[src/rtl/beta_pkg.sv]
// Shared types and constants for the beta pipeline.
// Holds the fetch-stage state encoding and the reset instruction.
package beta_pkg;

    typedef enum logic [1:0] {
        IFS_IDLE = 2'd0,
        IFS_REQ  = 2'd1,
        IFS_WAIT = 2'd2
    } ifs_state_t;

    // addi x0, x0, 0
    localparam logic [31:0] INSTR_NOP = 32'h0000_0013;

endpackage

[src/rtl/beta_ifs_fetch_unit.sv]
// Instruction-fetch stage: one outstanding req/gnt/rvalid transaction at a time.
// Redirects that land after a grant drop the wrong-path response and re-fetch.
module beta_ifs_fetch_unit
    import beta_pkg::*;
#(
    parameter int unsigned          DataWidth = 32,
    parameter logic [DataWidth-1:0] BootAddr  = 32'h0000_0000
) (
    input  logic                 clk_i,
    input  logic                 rstn_i,
    input  logic                 ifs_fetch_en_i,
    input  logic                 ifs_redirect_i,
    input  logic [DataWidth-1:0] ifs_redirect_addr_i,
    output logic                 ifs_busy_o,
    output logic                 ifs_valid_o,
    output logic [DataWidth-1:0] ifs_instr_o,
    output logic [DataWidth-1:0] ifs_pc_o,
    output logic                 imem_req_o,
    output logic [DataWidth-1:0] imem_addr_o,
    input  logic                 imem_gnt_i,
    input  logic                 imem_rvalid_i,
    input  logic [DataWidth-1:0] imem_rdata_i
);

    localparam logic [DataWidth-1:0] PcStep = DataWidth'(32'd4);

    ifs_state_t           state_r, state_s;
    logic [DataWidth-1:0] pc_r, pc_s;
    logic                 discard_r, discard_s;
    logic                 valid_r, valid_s;
    logic [DataWidth-1:0] instr_r, instr_s;
    logic [DataWidth-1:0] pc_out_r, pc_out_s;

    // Next-state, next-PC and response capture.
    always_comb begin
        state_s   = state_r;
        pc_s      = pc_r;
        discard_s = discard_r;
        valid_s   = 1'b0;
        instr_s   = instr_r;
        pc_out_s  = pc_out_r;

        case (state_r)
            IFS_IDLE: begin
                if (ifs_fetch_en_i) begin
                    state_s = IFS_REQ;
                end else begin
                    state_s = IFS_IDLE;
                end
            end
            IFS_REQ: begin
                if (imem_gnt_i) begin
                    state_s = IFS_WAIT;
                    // A redirect racing the grant makes this response wrong-path.
                    if (ifs_redirect_i) begin
                        discard_s = 1'b1;
                    end else begin
                        discard_s = discard_r;
                    end
                end else begin
                    state_s = IFS_REQ;
                end
            end
            IFS_WAIT: begin
                if (imem_rvalid_i) begin
                    if (discard_r || ifs_redirect_i) begin
                        state_s   = IFS_REQ;
                        discard_s = 1'b0;
                    end else begin
                        state_s  = IFS_IDLE;
                        valid_s  = 1'b1;
                        instr_s  = imem_rdata_i;
                        pc_out_s = pc_r;
                        pc_s     = pc_r + PcStep;
                    end
                end else if (ifs_redirect_i) begin
                    discard_s = 1'b1;
                end else begin
                    state_s = IFS_WAIT;
                end
            end
            default: begin
                state_s   = IFS_IDLE;
                discard_s = 1'b0;
            end
        endcase

        // Redirect target always wins over the sequential PC.
        if (ifs_redirect_i) begin
            pc_s = {ifs_redirect_addr_i[DataWidth-1:2], 2'b00};
        end else begin
            pc_s = pc_s;
        end
    end

    // State, PC and output registers.
    always_ff @(posedge clk_i or negedge rstn_i) begin
        if (!rstn_i) begin
            state_r   <= IFS_IDLE;
            pc_r      <= {BootAddr[DataWidth-1:2], 2'b00};
            discard_r <= 1'b0;
            valid_r   <= 1'b0;
            instr_r   <= DataWidth'(INSTR_NOP);
            pc_out_r  <= BootAddr;
        end else begin
            state_r   <= state_s;
            pc_r      <= pc_s;
            discard_r <= discard_s;
            valid_r   <= valid_s;
            instr_r   <= instr_s;
            pc_out_r  <= pc_out_s;
        end
    end

    assign ifs_busy_o  = (state_r != IFS_IDLE);
    assign imem_req_o  = (state_r == IFS_REQ);
    assign imem_addr_o = {pc_r[DataWidth-1:2], 2'b00};
    assign ifs_valid_o = valid_r;
    assign ifs_instr_o = instr_r;
    assign ifs_pc_o    = pc_out_r;

endmodule

[config.mk]
export PLATFORM = sky130hd
export DESIGN_NAME = beta_ifs_fetch_unit
export DESIGN_NICKNAME = d
export VERILOG_FILES = /design/src/rtl/beta_pkg.sv /design/src/rtl/beta_ifs_fetch_unit.sv
export SDC_FILE = /design/constraint.sdc
export NUM_CORES = 1
export LEC_CHECK = 0
export ABC_AREA = 0
export BUFFER_PORTS_ARGS = -buffer_cell sky130_fd_sc_hd__clkbuf_2
export CELL_PAD_IN_SITES_DETAIL_PLACEMENT = 1
export CELL_PAD_IN_SITES_GLOBAL_PLACEMENT = 1
export CORE_ASPECT_RATIO = 0.5
export CORE_MARGIN = 3
export CORE_UTILIZATION = 37
export CTS_CLUSTER_SIZE = 20
export DETAILED_ROUTE_END_ITERATION = 8
export PLACE_DENSITY = 0.84
export SKIP_LAST_GASP = 1
export SLEW_MARGIN = 20
export SYNTH_ARGS = -nofsm -noshare
export SYNTH_HDL_FRONTEND = slang
export SYNTH_SLANG_ARGS = --single-unit
[constraint.sdc]
create_clock -name clk_i -period 2.85 [get_ports clk_i]
set_input_delay 0.1425 -clock clk_i [delete_from_list [all_inputs] [get_ports clk_i]]
set_output_delay 0.1425 -clock clk_i [all_outputs]
set_load 0.02 [all_outputs]
==> metrics.txt <==
outcome=finished, final reports clean; floorplan row count=27; CP Capture Type=flip-flop; Synth cell types=43; total setup buffers inserted after CTS=0; deepest clock path buffer count=2; Slew Limit Fails=0; r2r worst-path depth=5; WP data required=a little over 3 ns; register area share after synthesis=55.5%; post-DP HPWL=between 8000 and 9000 um; mapped cell area=roughly 4300 um2; worst slew pin tran=around 0.8 ns; Reg power frac=between 40% and 50%; Leak=about 2.7 nW; Final setup viols=0; grt ovf=0; WHS=approximately 0.014 ns; Die ar.=about 13000 um2; Pint=3.29 mW; CP startpoint kind=flip-flop; via count=about 3500; switch share=between 30% and 40%; Critical Path End=pc_r[30]; count of warnings emitted by yosys=0; top post-synthesis cells by area=dfrtp_1, mux2_2, nand2_1; CTS Root Cell=clkbuf_16; initial antenna violation count=0; CTS sink cnt=96; CTS Buf Count=9; Worst Path Max Fanout=7; largest net degree at the start of global routing=65; Top FF cell, synth=dfrtp_1; Reg-to-Reg End=pc_r[30]; Starting Density=between 30% and 40%; DRT Pass-1 Iters=4; r2r startpoint=pc_r[2]; Adder-Cell Fraction of Synth Area=about 1.4%; shortest period the worst path allows=between 2 and 2.5 ns; pwr dens=approximately 940 nW/um2; CTS resizes=0; drt wl/cell=roughly 17 um; Slew headroom=45.5%; Detailed Route WL=12000 um; PortBufs=162; n_diodes=0; final hold viol count=0; number of global-route vias before repair=roughly 3600; max cap viols=0; Clock Skew=slightly below 0.008 ns; Syn Area/Cell=roughly 12 um2; RD Place Congestion=around 0.80; crit share post-route=between 80% and 90%; Routed Antenna Nets=0; maximum VDD drop=approximately 0.35 mV; Synth Area in Compound Gates=under 10%; Fin Setup TNS=0 ns; drt drc=0; DIE HEIGHT=82.5 um; Simple-Gate Fraction of Synth Area=a little over an eighth; power share of the combinational group=a little under two fifths; fmax=408 MHz; CTS tree=built; first-pass GRT wire length=between 15000 and 20000 um; Core Box Area=11200 um2; crit path kind=flip-flop to flip-flop; reg-to-reg slack, setup=~0.40 ns; area leader, netlist=dfrtp_1; H-tree depth=3; Die Wd=roughly 160 um; share of the synthesized area in the top cell type=53.7%; Yosys reg bits=96; I/O pins=169; crit path from=pc_r[2]; HP Class=input pin to flip-flop; multiplexer share of the synthesized area=~16%; Syn Inst Count=~370; most numerous cell in the Yosys netlist=dfrtp_1; clk_lat worst skew=0.33 ns; synth cell count leaders=dfrtp_1, mux2_2, nand2_1; DR iter-0 viols=187; post-synthesis xor/xnor area fraction=under 10%; GRT Total Usage=approximately 18%; layout cells sized above 1=between 40% and 50%; main combinational cell family by area after synthesis=multiplexers; FFs w/ async S/R, synth=100%; Nets=about 600; Psw=about 2 mW; clock share of power=a little over a fifth; via/cell ratio=5.11; synthesis-to-finish area growth=29.2%; Clock transition at path regs=0.07 ns; CP arrival=approximately 2.7 ns; RSZ-0062 raised after global routing=no; EDFF count, synth=0
==> cell usage in the layout (no fill, tap or decap), types with 2 or more instances in the layout <==
cell       Yosys  layout
clkbuf_1      13       4
mux2_2        62      62
inv_1          8       8
a311o_1        2       2
buf_4          4       6
nor4_1         4       4
dfrtp_1       93      93
clkbuf_2       0     161
nor2_1        18      17
or4_1         12      12
a31oi_1       12      12
conb_1         1       4
xnor2_1        7       7
nand4_1       13      13
nand3_1        7       7
nand2_1       30      30
o31ai_1        9       9
and3_1         2       2
clkbuf_16      0       9
nor2b_1        3       3
ha_1           5       5
xor2_1         5       5
dfstp_2        3       3
o211ai_1       2       2
nor3_1         3       3
or3_1          5       5
a21oi_1        4       4
o21ai_0       20      20
==> per-layer routing <==
metal | global-route usage, % | vias up | wire length, um
li1 | - | 1648 | -
met1 | 21.1 | 1792 | 5040
met2 | 33.7 | 79 | 6400
met3 | 3.39 | 16 | 423
met4 | 4.54 | 0 | 138
met5 | 0 | - | 0
==> what timing repair did <==
item / in CTS / in global routing
hold endpoints to repair: 59 / 0
endpoints found under the setup margin: 0 / 0
hold buffers: 1 / 0
==> worst min path at each step <==
stage	startpoint	to	depth (start not counted)
2_1_floorplan	rstn_i	discard_r	0
3_3_place_gp	rstn_i	ifs_instr_o[5]	1
3_5_place_dp	rstn_i	ifs_instr_o[5]	1
4_1_cts	ifs_redirect_addr_i[14]	pc_r[14]	3
5_1_grt	ifs_redirect_addr_i[12]	pc_r[12]	3
6_report	ifs_redirect_addr_i[8]	pc_r[8]	3
==> worst max-delay path, stage by stage (launching register included) <==
cell	delay, ns
dfrtp_1	0.48
ha_1	0.27
nand4_1	0.26
or4_1	0.71
or4_1	0.46
a31oi_1	0.19
==> registers in the layout, summed over array words and instances, names as in the netlist <==
name,cells
ifs_instr_o,32
ifs_pc_o,30
pc_r,30
state_r,2
discard_r,1
ifs_valid_o,1
==> power groups by stage <==
stage	Sequential, mW	Combinational (mW)	Clock (mW)
detailed placement	2.21	2.00	0
CTS	2.19	2.01	1.15
global route	2.26	2.12	1.20
global placement	2.16	1.94	0
finish	2.18	1.97	1.11
floorplan	2.76	0.660	0
==> kinds of logic after synthesis <==
logic type / after synthesis
compound gates: 53
xor+xnor: 12
fa+ha+maj: 5
buf+inv: 29
flops: 96
mux: 63
other cells: 1
simple gates: 106
==> per-stage QoR <==
| step | instances | utilization (%) | instance area, um2 | power, mW | setup WS [ns] |
|---|---|---|---|---|---|
| after detailed placement | 675 | 47.5 | 5320 | 4.22 | 0.443 |
| after global placement | 675 | 47.5 | 5320 | 4.11 | 0.550 |
| final | 692 | 49.9 | 5600 | 5.27 | 0.401 |
| after CTS | 692 | 49.9 | 5600 | 5.35 | 0.408 |
| after floorplan | 368 | - | 4350 | 3.42 | 0.654 |
| after global routing | 692 | 49.9 | 5600 | 5.58 | 0.283 |
==> final cells by class <==
| type | instances | area, um2 |
|---|---|---|
| multi-input cells | 243 | 1810 |
| fillers | 1265 | 5610 |
| repair buffers | 169 | 881 |
| inverters | 9 | 33.8 |
| clock buffers | 14 | 254 |
| flip-flops and latches | 96 | 2410 |
| clock inverters | 2 | 13.8 |
| well taps | 159 | 199 |
Note: power is estimated with default switching activity, not from simulation.
